**src/rtl/bus_target_pkg.sv**
```systemverilog
// Shared definitions for the bus_target memory responder: FSM encoding,
// default bus widths and the memory-mapped I/O port address.
package bus_target_pkg;

  localparam int ADDR_W_DEF = 5;
  localparam int DATA_W_DEF = 8;

  localparam logic [4:0] IO_ADDR = 5'h1F;

  typedef enum logic [1:0] {
    S_IDLE     = 2'b00,
    S_WAIT     = 2'b01,
    S_RESP     = 2'b10,
    S_ERR_HOLD = 2'b11
  } state_t;

endpackage

```
**src/rtl/bus_target_mem.sv**
```systemverilog
// Resettable register array for bus_target: one synchronous write port and
// one combinational read port. Every word clears on reset.
module bus_target_mem
  import bus_target_pkg::*;
#(
  parameter int ADDR_W = ADDR_W_DEF,
  parameter int DATA_W = DATA_W_DEF
) (
  input  logic              clk,
  input  logic              rst,
  input  logic              i_we,
  input  logic [ADDR_W-1:0] i_waddr,
  input  logic [DATA_W-1:0] i_wdata,
  input  logic [ADDR_W-1:0] i_raddr,
  output logic [DATA_W-1:0] o_rdata
);

  localparam int DEPTH = 1 << ADDR_W;

  logic [DATA_W-1:0] r_mem [DEPTH];

  // Storage: clear all words on reset, otherwise write on the strobe.
  always_ff @(posedge clk or posedge rst) begin
    if (rst) begin
      for (int i = 0; i < DEPTH; i++) r_mem[i] <= '0;
    end else if (i_we) begin
      r_mem[i_waddr] <= i_wdata;
    end
  end

  assign o_rdata = r_mem[i_raddr];

endmodule

```
**src/rtl/bus_target.sv**
```systemverilog
// Memory-side responder for the accumulator CPU bus. Reads complete after
// RD_LAT wait cycles, writes complete in one cycle, and protocol violations
// raise a one-cycle err pulse.
// Optional feature: define BUS_TARGET_IO_EN to map an output port register
// (io_out) at IO_ADDR; writes there update both io_out and the memory word.
module bus_target
  import bus_target_pkg::*;
#(
  parameter int RD_LAT = 1,
  parameter int ADDR_W = ADDR_W_DEF,
  parameter int DATA_W = DATA_W_DEF
) (
  input  logic              clk,
  input  logic              rst,
  input  logic              rd,
  input  logic              wr,
  input  logic [ADDR_W-1:0] addr,
  input  logic [DATA_W-1:0] wdata,
  output logic [DATA_W-1:0] rdata,
  output logic              rdata_oe,
  output logic              busy,
  output logic              err
`ifdef BUS_TARGET_IO_EN
  ,
  output logic [DATA_W-1:0] io_out
`endif
);

  localparam logic [1:0] LAT_CNT = 2'(RD_LAT);

  state_t            r_state;
  state_t            w_state_nxt;
  logic [1:0]        r_cnt;
  logic [1:0]        w_cnt_nxt;
  logic [ADDR_W-1:0] r_addr;
  logic [DATA_W-1:0] r_rdata;
  logic              r_oe;
  logic              w_oe_nxt;
  logic              r_err;
  logic              w_err_nxt;
  logic              w_latch;
  logic              w_cap;
  logic              w_we;
  logic [ADDR_W-1:0] w_rd_addr;
  logic [DATA_W-1:0] w_mem_rdata;
  logic [DATA_W-1:0] w_rd_val;

  // A zero-latency read captures in IDLE from the live address; otherwise
  // the address latched at the start of the read is used.
  assign w_rd_addr = (r_state == S_IDLE) ? addr : r_addr;

  bus_target_mem #(
    .ADDR_W (ADDR_W),
    .DATA_W (DATA_W)
  ) u_mem (
    .clk     (clk),
    .rst     (rst),
    .i_we    (w_we),
    .i_waddr (addr),
    .i_wdata (wdata),
    .i_raddr (w_rd_addr),
    .o_rdata (w_mem_rdata)
  );

`ifdef BUS_TARGET_IO_EN
  localparam logic [ADDR_W-1:0] IO_A = ADDR_W'(IO_ADDR);

  logic [DATA_W-1:0] r_io;

  // Output port register, written alongside the memory word at IO_A.
  always_ff @(posedge clk or posedge rst) begin
    if (rst) r_io <= '0;
    else if (w_we && (addr == IO_A)) r_io <= wdata;
  end

  assign io_out   = r_io;
  assign w_rd_val = (w_rd_addr == IO_A) ? r_io : w_mem_rdata;
`else
  assign w_rd_val = w_mem_rdata;
`endif

  // FSM state register.
  always_ff @(posedge clk or posedge rst) begin
    if (rst) r_state <= S_IDLE;
    else     r_state <= w_state_nxt;
  end

  // Next-state and transaction control; a write during a read is dropped
  // and flagged but does not disturb the read in progress.
  always_comb begin
    w_state_nxt = r_state;
    w_cnt_nxt   = r_cnt;
    w_oe_nxt    = r_oe;
    w_err_nxt   = 1'b0;
    w_latch     = 1'b0;
    w_cap       = 1'b0;
    w_we        = 1'b0;
    case (r_state)
      S_IDLE: begin
        if (rd && wr) begin
          w_err_nxt   = 1'b1;
          w_state_nxt = S_ERR_HOLD;
        end else if (rd) begin
          w_latch = 1'b1;
          if (RD_LAT == 0) begin
            w_cnt_nxt   = 2'd0;
            w_cap       = 1'b1;
            w_oe_nxt    = 1'b1;
            w_state_nxt = S_RESP;
          end else begin
            w_cnt_nxt   = LAT_CNT;
            w_state_nxt = S_WAIT;
          end
        end else if (wr) begin
          w_we = 1'b1;
        end
      end
      S_WAIT: begin
        if (wr) w_err_nxt = 1'b1;
        if (!rd) begin
          w_err_nxt   = 1'b1;
          w_cnt_nxt   = 2'd0;
          w_state_nxt = S_IDLE;
        end else if (r_cnt <= 2'd1) begin
          w_cnt_nxt   = 2'd0;
          w_cap       = 1'b1;
          w_oe_nxt    = 1'b1;
          w_state_nxt = S_RESP;
        end else begin
          w_cnt_nxt = r_cnt - 2'd1;
        end
      end
      S_RESP: begin
        if (wr) w_err_nxt = 1'b1;
        if (!rd) begin
          w_oe_nxt    = 1'b0;
          w_state_nxt = S_IDLE;
        end
      end
      S_ERR_HOLD: begin
        if (!rd && !wr) w_state_nxt = S_IDLE;
      end
      default: w_state_nxt = S_IDLE;
    endcase
  end

  // Transaction registers: wait counter, latched address, read data, flags.
  always_ff @(posedge clk or posedge rst) begin
    if (rst) begin
      r_cnt   <= 2'd0;
      r_addr  <= '0;
      r_rdata <= '0;
      r_oe    <= 1'b0;
      r_err   <= 1'b0;
    end else begin
      r_cnt <= w_cnt_nxt;
      r_oe  <= w_oe_nxt;
      r_err <= w_err_nxt;
      if (w_latch) r_addr  <= addr;
      if (w_cap)   r_rdata <= w_rd_val;
    end
  end

  assign rdata    = r_rdata;
  assign rdata_oe = r_oe;
  assign err      = r_err;
  assign busy     = (r_state != S_IDLE);

endmodule

```
**config.mk**
```make
export PLATFORM = sky130hd
export DESIGN_NAME = bus_target
export DESIGN_NICKNAME = d
export VERILOG_FILES = /design/src/rtl/bus_target_pkg.sv /design/src/rtl/bus_target_mem.sv /design/src/rtl/bus_target.sv
export SDC_FILE = /design/constraint.sdc
export NUM_CORES = 1
export LEC_CHECK = 0
export CAP_MARGIN = 15
export CORE_MARGIN = 2
export CORE_UTILIZATION = 35
export CTS_BUF_LIST = sky130_fd_sc_hd__clkbuf_8
export DETAILED_ROUTE_END_ITERATION = 16
export PLACE_DENSITY = 0.55
export SETUP_SLACK_MARGIN = 0.5
export SLEW_MARGIN = 25
export SYNTH_ARGS = -nofsm -noshare
export SYNTH_HDL_FRONTEND = slang
export SYNTH_SLANG_ARGS = --single-unit
```
**constraint.sdc**
```tcl
create_clock -name clk -period 8.97 [get_ports clk]
set_input_delay 1.3455 -clock clk [delete_from_list [all_inputs] [get_ports clk]]
set_output_delay 1.3455 -clock clk [all_outputs]
set_load 0.02 [all_outputs]
```
==> reports/summary.log, run 1 <==
[synthesis] top cells by area in the synthesized netlist dfrtp_1 (53%), mux2_2 (23%), nand2_1 (3.9%)
[detailed_routing] vias after detailed routing 8630
[timing] slew of the pin with the lowest slew margin 1.016 ns
[floorplanning] number of top-level design ports 28
[floorplanning] core region area 36430 µm²
[clock_network] H-tree level count 2
[timing] number of setup violations in the final report 0
[layout] diodes inserted 0
[timing] Worst Skew 0.03186 ns
[timing] fin. max-slew vios 0
[layout] proportion of layout cells with a drive suffix above 1 35.27%
[detailed_routing] violation count after the first detailed-routing iteration 665
[synthesis] number of synthesized register bits 275
[synthesis] Async S/R FF share, synth 100.0%
[timing] headroom to the max-slew limit 32.25%
[grt] number of antenna violations at the first check in global routing 0
[floorplanning] die area 38460 µm²
[placement] global placer's final weighted congestion 0.7658
[timing] minimum clock period 4.080 ns
[grt] total congestion overflow 0
[power] power consumption 3.422 mW
[synthesis] number of enable-type register cells in the synthesized netlist 0
[timing] RSZ-0062 raised after global routing no
[detailed_routing] Total Routed Length 34820 µm
[detailed_routing] metal2 WL 15810 µm
[critical_path] maximum fanout along the worst path 69
[detailed_routing] number of antenna-violating nets in the routed design 0
[synthesis] cell area after technology mapping 12920 µm²
[clock_network] number of CTS-inserted buffers 47
[timing] Fin Setup TNS 0 ns
[placement] number of cells in the design after placement 1474
[clock_network] cells resized by post-CTS repair 0
[clock_network] number of buffers inserted to repair setup after CTS 0
[layout] post-synthesis to final-layout area growth 12.07%
[detailed_routing] drt pass-1 iters 5
[critical_path] nature of the critical path endpoint flip-flop
[timing] post-route fraction of the period consumed by the critical path 45.48%
[timing] Highest Clock Rate 0.2451 GHz
[floorplanning] Die H 196.1 µm
[power] worst vdd ir 105.7 µV
[grt] wire length of the first global-routing pass 54220 µm
[detailed_routing] top layer reached by signal wires met4
[grt] Total Routing Usage GR 18.48%
[critical_path] required time reported for the critical path endpoint 9.41 ns
[synthesis] post-synth top area share 53.28%
[grt] vias in the first global route 8811
[synthesis] xor-xnor portion of the synthesized cell area 0%
[synthesis] ys flop type dfrtp_1
[synthesis] unique cell type count in the Yosys netlist 53
[hold_path] hold crit path type reg2reg
[clock_network] cts hold-fix bufs 0
[detailed_routing] # DRC 0
[clock_network] cell at the root of the clock tree clkbuf_8
[power] P per Cell Area 236.4 nW/µm²
[synthesis] cell type with the largest total area after synthesis dfrtp_1
[timing] number of failing hold endpoints at the final stage 0
[placement] number of port buffers 27
[layout] fin util 39.73%
[synthesis] Avg Inst Size Synth 12.41 µm²
[synthesis] sequential fraction of the synthesis area 53.28%
[critical_path] Critical Setup Path Class in2reg
[floorplanning] num rows 70
[critical_path] type of element launching the critical path input port
[critical_path] data arrival time at the worst-slack endpoint 4.52 ns
[floorplanning] initial core utilization 35.45%
[clock_network] number of clock sinks 275
[clock_network] clock tree from TritonCTS built
[detailed_routing] met3 routed wirelength 1948 µm
[synthesis] yosys synthesis warning count 0
[synthesis] synthesized net count 1058
[placement] Detail Placement HPWL 21480 µm
[detailed_routing] wire per inst 22.40 µm
[floorplanning] Die X 196.1 µm
[synthesis] Post-Synth Adder-Cell Area 0%
[run_status] run status completed
[detailed_routing] met1 routed wirelength after detailed routing 16290 µm
[clock_network] Clock transition at path regs 0.06 ns
[synthesis] multiplexer area fraction after synthesis 29.10%
[synthesis] area fraction in compound gates after synthesis 4.940%
[synthesis] Syn Inst Count 1041
[layout] Layout Cells excl Fill 1554
[clock_network] Worst-Skew Late Latency 0.59 ns
[job] max-cap violations 0
[detailed_routing] Avg Vias per Cell 5.553
[layout] number of nets in the layout 1072
[synthesis] main combinational cell family by area after synthesis multiplexers
[synthesis] Synth Area in Simple Gates 9.794%
[grt] largest net degree at the start of global routing 153
[power] Leak Pwr 6.676 nW
[clock_network] maximum count of clock buffers along a single path 3
[registers in the layout (all words and copies together) (netlist names)]
name and cells:
err 1, r_addr 5, r_cnt 2, r_state 2
rdata 8, rdata_oe 1, u_mem.r_mem 256
[cells by family after synthesis]
group,Yosys count
buf+inv,81
simple gates,263
flops,275
mux,321
compound gates,101
[per-stage QoR]
step | worst slack [ns] | instance area, µm² | hold WS (ns)
global route | 4.729 | 14480 | 0.5108
finish | 4.890 | 14480 | 0.5015
CTS | 4.882 | 14460 | 0.5025
global placement | 4.283 | 13560 | 0.4820
floorplan | 3.987 | 12920 | 0.4728
detailed placement | 4.265 | 13560 | 0.4889
[placed cells by master, fill, tap and decap left out, types with 2 or more instances in the layout]
cell type,instances
or4b_2,2
clkinvlp_4,2
o21a_1,2
clkbuf_8,57
nor3_1,3
nor4_1,3
a21oi_1,22
mux2i_1,34
clkinv_2,5
and3b_1,2
nand2_1,135
nor2_4,2
nor3b_1,2
nand2b_1,3
nor2b_1,11
dfrtp_1,275
o2111ai_1,2
mux2_2,269
and3_1,10
o221ai_1,4
o21ai_2,4
buf_4,12
a22oi_1,8
nand3_1,50
and2_1,2
a31oi_1,8
a32oi_1,9
nor2_1,11
inv_1,18
o211ai_1,2
a32o_1,2
mux4_2,16
nand4_1,18
o21ai_0,27
o22ai_1,7
a22o_1,3
clkdlybuf4s50_1,26
[per-layer routing]
| metal | global-route usage, % | up-vias |
|---|---|---|
| met4 | 5.471 | 0 |
| li1 | - | 3790 |
| met5 | 0 | - |
| met1 | 26.37 | 4525 |
| met3 | 3.559 | 56 |
| met2 | 28.56 | 259 |
[power breakdown]
part	total, mW	internal (mW)	switching (mW)	leakage (nW)
Clock	1.09	0.574	0.520	0.521
Sequential	1.52	1.40	0.123	3.73
Combinational	0.804	0.331	0.473	2.42
Total	3.42	2.31	1.12	6.68
[cells in the mapped netlist, types with 4 or more instances]
| cell type | count |
|---|---|
| a21oi_1 | 22 |
| a22oi_1 | 8 |
| a31oi_1 | 8 |
| a32oi_1 | 9 |
| and3_1 | 10 |
| buf_2 | 15 |
| buf_4 | 9 |
| clkbuf_1 | 47 |
| dfrtp_1 | 275 |
| inv_1 | 4 |
| mux2_2 | 269 |
| mux2i_1 | 34 |
| mux4_2 | 16 |
| nand2_1 | 135 |
| nand3_1 | 50 |
| nand4_1 | 18 |
| nor2_1 | 11 |
| nor2b_1 | 11 |
| o21ai_0 | 27 |
| o221ai_1 | 4 |
| o22ai_1 | 7 |
[worst max-delay path, cell delays in order]
cell,delay (ns)
clkdlybuf4s50_1,0.70
or3b_2,0.68
nand2_2,0.11
buf_4,0.68
mux4_2,0.60
a22oi_1,0.22
o2111ai_1,0.13
[cell type report]
| cell class | count | area [µm²] |
|---|---|---|
| fillers | 3522 | 21960 |
| multi-input cells | 685 | 5700 |
| repair buffers | 41 | 386.6 |
| clock inverters | 23 | 113.9 |
| flip-flops and latches | 275 | 6882 |
| clock buffers | 57 | 784.5 |
| well taps | 468 | 585.6 |
| inverters | 5 | 22.52 |
[path summary, 6_finish.rpt]
kind	startpoint	endpoint	slack [ns]	depth (start not counted)
hold / removal	u_mem.r_mem[38]	u_mem.r_mem[38]	0.50	1
min in group asynchronous	rst	r_cnt[1]	1.37	3
hold reg to reg	u_mem.r_mem[38]	u_mem.r_mem[38]	0.50	1
setup reg to reg	r_state[1]	rdata[4]	5.70	6
max in group asynchronous	rst	u_mem.r_mem[9]	6.32	4
setup / recovery	addr[0]	rdata[4]	4.89	7
Note: power is estimated with default switching activity, not from simulation.
==> run 2: changes to the inputs <==
- PLACE_DENSITY: 0.55 -> 0.53
- clock period: 8.97 -> 4.15 ns (I/O delays scaled with it)
==> run 2 against run 1 <==
Register-to-register slack got worse by 4.7 ns; design area rose by 2.1%; combinational power rose by 130%; clock skew fell by 0.0060 ns; sequential cell count did not move; critical path depth fell by 1; non-clock buffer count rose by 23; clock power rose by 130%; via count fell by 1.1%; utilization rose by 0.83 points; worst setup slack got worse by 3.9 ns; critical path type is now reg2reg; largest cell class unchanged.
==> reports/summary.log, run 2 (synthesis gave the netlist of run 1 again) <==
[run_status] run status completed
[critical_path] R2R cell count 6 [unchanged]
[critical_path] data arrival time at the worst-slack endpoint 3.57 ns [-0.95 ns]
[clock_network] maximum count of clock buffers along a single path 3 [unchanged]
[detailed_routing] Total Routed Length 34650 µm [-0.48%]
[timing] fin. max-slew vios 0 [unchanged]
[layout] post-synthesis to final-layout area growth 14.42%
[layout] commonest non-fill, non-tap cell in the layout dfrtp_1
[timing] slew of the pin with the lowest slew margin 0.9707 ns [-0.04553 ns]
[timing] post-route fraction of the period consumed by the critical path 76.20%
[floorplanning] die area 38460 µm² [unchanged]
[critical_path] required time reported for the critical path endpoint 4.56 ns [-4.85 ns]
[clock_network] cell at the root of the clock tree clkbuf_8
[critical_path] type of element launching the critical path flip-flop
[timing] Fin Setup TNS 0 ns [unchanged]
[timing] Highest Clock Rate 0.3162 GHz
[hold_path] hold crit path type in2async
[layout] proportion of layout cells with a drive suffix above 1 36.83% [+1.6 points]
[grt] GRT Max-Usage Layer met2
[critical_path] Worst Path Buf+Inv 1 [-1]
[timing] minimum clock period 3.162 ns
[timing] Worst Skew 0.02586 ns [-0.005996 ns]
[detailed_routing] violation count after the first detailed-routing iteration 601 [-9.6%]
[grt] total congestion overflow 0 [unchanged]
[job] max-cap violations 0 [unchanged]
[critical_path] r2r setup slk 0.99 ns [-4.71 ns]
[clock_network] H-tree level count 2 [unchanged]
[power] P per Cell Area 519.0 nW/µm² [+120%]
[critical_path] cell family contributing the most delay on the critical path compound AO/OA/AOI/OAI gates
[detailed_routing] Avg Vias per Cell 5.386 [-3.0%]
[detailed_routing] number of antenna-violating nets in the routed design 0 [unchanged]
[critical_path] nature of the critical path endpoint flip-flop
[floorplanning] num rows 70 [unchanged]
[detailed_routing] # DRC 0 [unchanged]
[placement] global placer's final weighted congestion 0.7743 [+1.1%]
[timing] number of setup violations in the final report 0 [unchanged]
[floorplanning] Die H 196.1 µm [unchanged]
[layout] Layout Cells excl Fill 1584 [+1.9%]
[layout] Most flops, register u_mem.r_mem
[critical_path] reg2reg start r_state[1]
[grt] vias in the first global route 8861 [+0.57%]
[critical_path] ordered cell list for the critical path o21a_1, nor2_4, buf_12, mux4_2, a21oi_1, nand4_1
[clock_network] clock tree from TritonCTS built
[clock_network] Worst-Skew Late Latency 0.57 ns [-0.02 ns]
[layout] fin util 40.56% [+0.83 points]
[grt] met3 capacity usage during global routing 3.799% [+0.24 points]
[clock_network] number of CTS-inserted buffers 49 [+4.3%]
[layout] commonest cells after routing, fill and taps aside dfrtp_1 (275), mux2_2 (269), nand2_1 (135), clkbuf_8 (68), nand3_1 (50)
[floorplanning] core region area 36430 µm² [unchanged]
[layout] diodes inserted 0 [unchanged]
[floorplanning] initial core utilization 35.45% [unchanged]
[critical_path] maximum fanout along the worst path 19 [-72%]
[grt] GR met1 Demand/Resource 26.59% [+0.22 points]
[floorplanning] Die X 196.1 µm [unchanged]
[clock_network] number of clock sinks 275 [unchanged]
[timing] headroom to the max-slew limit 34.85% [+2.6 points]
[critical_path] endpoint of the worst-slack reg-to-reg timing path rdata[3]
[grt] met2 global-route usage 28.44% [-0.12 points]
[detailed_routing] drt pass-1 iters 4 [-1]
[critical_path] Critical Setup Path Class reg2reg
[timing] number of failing hold endpoints at the final stage 0 [unchanged]
[detailed_routing] vias after detailed routing 8531 [-1.1%]
[grt] Total Routing Usage GR 18.47% [about the same]
[grt] largest net degree at the start of global routing 99 [-35%]
[placement] number of cells in the design after placement 1497 [+1.6%]
[detailed_routing] wire per inst 21.88 µm [-2.4%]
[clock_network] cts hold-fix bufs 0 [unchanged]
[layout] Largest register FFs 256 [unchanged]
[layout] number of nets in the layout 1097 [+2.3%]
[placement] number of port buffers 27 [unchanged]
[timing] RSZ-0062 raised after global routing no
[critical_path] slowest cell delay on critical path 0.68 ns [-0.02 ns]
[critical_path] Slowest cell on crit path nor2_4
[grt] wire length of the first global-routing pass 54300 µm [+0.15%]
[placement] Detail Placement HPWL 21810 µm [+1.5%]
[clock_network] Clock transition at path regs 0.06 ns [about the same]
[floorplanning] number of top-level design ports 28 [unchanged]
[clock_network] number of buffers inserted to repair setup after CTS 0 [unchanged]
[grt] number of antenna violations at the first check in global routing 0 [unchanged]
[power] Leak Pwr 6.863 nW [+2.8%]
[clock_network] cells resized by post-CTS repair 0 [unchanged]
[power] worst vdd ir 230.5 µV [+120%]
-- run 2: stage by stage --
step / hold WS (ns) / worst slack [ns] / total power, mW / cell area, µm²
2_1_floorplan: 0.4728 / -0.1099 / 4.506 / 12920
3_3_place_gp: 0.4811 / 0.6238 / 5.148 / 13770
3_5_place_dp: 0.4892 / 0.6379 / 5.161 / 13770
4_1_cts: 0.4088 / 1.001 / 7.756 / 14780
5_1_grt: 0.4235 / 0.8199 / 8.068 / 14780
6_report: 0.4217 / 0.9876 / 7.671 / 14780
-- run 2: layout make-up --
| class | instances | area, µm² |
|---|---|---|
| clock buffer | 68 | 935.9 |
| clock inverter | 19 | 77.57 |
| fill | 3520 | 21660 |
| inverter | 5 | 22.52 |
| multi-input combinational | 685 | 5680 |
| sequential | 275 | 6882 |
| tap | 468 | 585.6 |
| timing repair buffer | 64 | 595.6 |
-- run 2: per-layer routing --
layer	vias to the layer above	routed length, µm
li1	3853	-
met1	4447	16590
met2	183	15590
met3	48	1818
met4	0	654
met5	-	0
-- run 2: how the worst max path moves through the flow --
stage	startpoint	end	slack, ns	depth (start not counted)
final	r_state[1]	rdata[3]	0.99	6
after global routing	r_state[1]	rdata[3]	0.82	6
after CTS	r_state[1]	rdata[3]	1.00	6
after detailed placement	addr[0]	rdata[3]	0.64	8
after global placement	addr[0]	rdata[3]	0.62	8
after floorplan	rst	err	-0.11	1
-- run 2: power breakdown --
part           internal, mW  total [mW]  switching (mW)  leakage (nW)
Sequential             3.03        3.30           0.267          3.73
Combinational         0.797        1.81            1.02          2.55
Clock                  1.44        2.56            1.12         0.582
Total                  5.27        7.67            2.40          6.86
-- run 2: worst register-to-register path, cell delays in order (launching register included) --
cell and delay (ns):
dfrtp_1 0.62, o21a_1 0.54, nor2_4 0.68, buf_12 0.24, mux4_2 0.51, a21oi_1 0.30
nand4_1 0.14
==> run 3: changes to the inputs <==
- clock period: 4.15 -> 3.3 ns (I/O delays scaled with it)
==> run 3 against run 2 <==
Combinational power rose by 30%; die area did not move; utilization rose by 0.60 points; via count rose by 2.1%; largest cell class unchanged; global-route usage fell by 0.11 points; clock power rose by 27%; design area rose by 1.5%; maximum frequency rose by 17%.
==> reports/summary.log, run 3 (synthesis gave the netlist of run 1 again) <==
[grt] total congestion overflow 0 [unchanged]
[detailed_routing] wire per inst 21.58 µm [-1.3%]
[detailed_routing] violation count after the first detailed-routing iteration 629 [+4.7%]
[timing] Highest Clock Rate 0.3698 GHz [+17%]
[job] max-cap violations 0 [unchanged]
[floorplanning] Die X 196.1 µm [unchanged]
[detailed_routing] number of antenna-violating nets in the routed design 0 [unchanged]
[grt] largest net degree at the start of global routing 75 [-24%]
[critical_path] Critical Setup Path Class reg2reg
[critical_path] data arrival time at the worst-slack endpoint 3.19 ns [-0.38 ns]
[critical_path] type of element launching the critical path flip-flop
[clock_network] number of clock sinks 275 [unchanged]
[floorplanning] core region area 36430 µm² [unchanged]
[grt] vias in the first global route 8762 [-1.1%]
[layout] Largest register FFs 256 [unchanged]
[critical_path] R2R cell count 7 [+1]
[power] Leak Pwr 6.958 nW [+1.4%]
[critical_path] ordered cell list for the critical path buf_4, nand4bb_1, or2_1, or2_0, a31oi_1, nand4_1, o2111ai_1
[timing] RSZ-0062 raised after global routing no
[critical_path] nature of the critical path endpoint flip-flop
[grt] wire length of the first global-routing pass 54150 µm [-0.28%]
[timing] fin. max-slew vios 0 [unchanged]
[timing] worst hold slack 0.3696 ns [-0.05206 ns]
[floorplanning] die area 38460 µm² [unchanged]
[clock_network] clock tree from TritonCTS built
[critical_path] maximum fanout along the worst path 10 [-9]
[timing] headroom to the max-slew limit 34.24% [-0.62 points]
[layout] proportion of layout cells with a drive suffix above 1 38.66% [+1.8 points]
[floorplanning] number of top-level design ports 28 [unchanged]
[timing] post-route fraction of the period consumed by the critical path 81.95% [+5.7 points]
[timing] Fin Setup TNS 0 ns [unchanged]
[clock_network] maximum count of clock buffers along a single path 3 [unchanged]
[detailed_routing] Total Routed Length 34680 µm [about the same]
[layout] fin util 41.16% [+0.60 points]
[critical_path] cell family contributing the most delay on the critical path simple AND/OR/NAND/NOR gates
[critical_path] Worst Path Buf+Inv 1 [unchanged]
[timing] Worst Skew 0.01975 ns [-0.006110 ns]
[timing] minimum clock period 2.704 ns [-0.4581 ns]
[grt] number of antenna violations at the first check in global routing 1 [+1]
[run_status] run status completed
[clock_network] number of CTS-inserted buffers 49 [unchanged]
[timing] number of failing hold endpoints at the final stage 0 [unchanged]
[detailed_routing] drt pass-1 iters 5 [+1]
[floorplanning] num rows 70 [unchanged]
[layout] commonest cells after routing, fill and taps aside dfrtp_1 (274), mux2_2 (269), nand2_1 (135), clkbuf_8 (62), nand3_1 (50)
[placement] Detail Placement HPWL 21850 µm [+0.18%]
[timing] number of setup violations in the final report 0 [unchanged]
[timing] slew of the pin with the lowest slew margin 0.9864 ns [+0.01577 ns]
[layout] Most flops, register u_mem.r_mem
[critical_path] total stage count of the critical path 7 [+1]
[layout] commonest non-fill, non-tap cell in the layout dfrtp_1
[detailed_routing] vias after detailed routing 8706 [+2.1%]
[floorplanning] initial core utilization 35.45% [unchanged]
[detailed_routing] # DRC 0 [unchanged]
[clock_network] Worst-Skew Late Latency 0.58 ns [about the same]
[placement] number of port buffers 27 [unchanged]
[clock_network] cell at the root of the clock tree clkbuf_8
[clock_network] cts hold-fix bufs 0 [unchanged]
[power] P per Cell Area 649.3 nW/µm² [+25%]
[placement] global placer's final weighted congestion 0.7977 [+3.0%]
[hold_path] hold crit path type in2async
[clock_network] Clock transition at path regs 0.07 ns [about the same]
[grt] Total Routing Usage GR 18.36% [-0.11 points]
[critical_path] slowest cell delay on critical path 0.52 ns [-0.16 ns]
[power] worst vdd ir 300.9 µV [+31%]
[detailed_routing] Avg Vias per Cell 5.418 [+0.59%]
[layout] post-synthesis to final-layout area growth 16.11%
[floorplanning] Die H 196.1 µm [unchanged]
[clock_network] H-tree level count 2 [unchanged]
[layout] number of nets in the layout 1114 [+1.5%]
[critical_path] required time reported for the critical path endpoint 3.79 ns [-0.77 ns]
[critical_path] Slowest cell on crit path or2_0
-- run 3: path summary, 6_finish.rpt --
path | from | end | slack [ns]
min in group clk | u_mem.r_mem[38] | u_mem.r_mem[38] | 0.50
worst min register to register | u_mem.r_mem[38] | u_mem.r_mem[38] | 0.50
worst max-delay path | r_state[1] | rdata[0] | 0.60
worst max register to register | r_state[1] | rdata[0] | 0.60
worst min-delay path | rst | u_mem.r_mem[79] | 0.37
max in group asynchronous | rst | u_mem.r_mem[5] | 2.12
-- run 3: worst register-to-register path, stage by stage, from the launching register on --
cell       delay (ns)
dfrtp_1          0.51
buf_4            0.24
nand4bb_1        0.33
or2_1            0.40
or2_0            0.52
a31oi_1          0.28
nand4_1          0.20
o2111ai_1        0.14
-- run 3: final cells by class --
| cell class | count | area (µm²) |
|---|---|---|
| Antenna cell | 1 | 2.502 |
| Clock buffer | 62 | 853.3 |
| Clock inverter | 30 | 172.7 |
| Fill cell | 3512 | 21440 |
| Inverter | 5 | 22.52 |
| Multi-Input combinational cell | 685 | 5689 |
| Sequential cell | 275 | 6883 |
| Tap cell | 468 | 585.6 |
| Timing Repair Buffer | 81 | 788.3 |
-- run 3: repair_timing --
action | 4_1_cts | 5_1_grt
setup buffers | 0 | 1
resized for setup | 2 | 2
cloned | 0 | 0
setup endpoints to repair | 67 | 10
pin swaps | 0 | 1
-- run 3: power by group --
group / internal (mW) / leakage, nW / switching [mW]
logic: 1.02 / 2.64 / 1.34
registers: 3.81 / 3.73 / 0.311
clock network: 1.79 / 0.585 / 1.47
total: 6.62 / 6.96 / 3.12
-- run 3: routing by layer --
layer  part of all wire (%)  track usage [%]  vias to the layer above
met1                     48            26.59                     4542
met2                     45            27.89                      204
met5                      0                0                        -
met4                    2.4            6.201                        0
li1                       -                -                     3901
met3                    5.2            3.129                       59
-- run 3: stage by stage --
step	area, µm²	power (mW)	cells	setup WS, ns
2_1_floorplan	12920	5.667	1041	-0.8324
3_3_place_gp	13940	6.515	1513	-0.05317
3_5_place_dp	13940	6.536	1513	-0.03316
4_1_cts	14970	9.833	1605	0.5344
5_1_grt	14990	10.22	1606	0.5151
6_report	15000	9.737	1607	0.5958
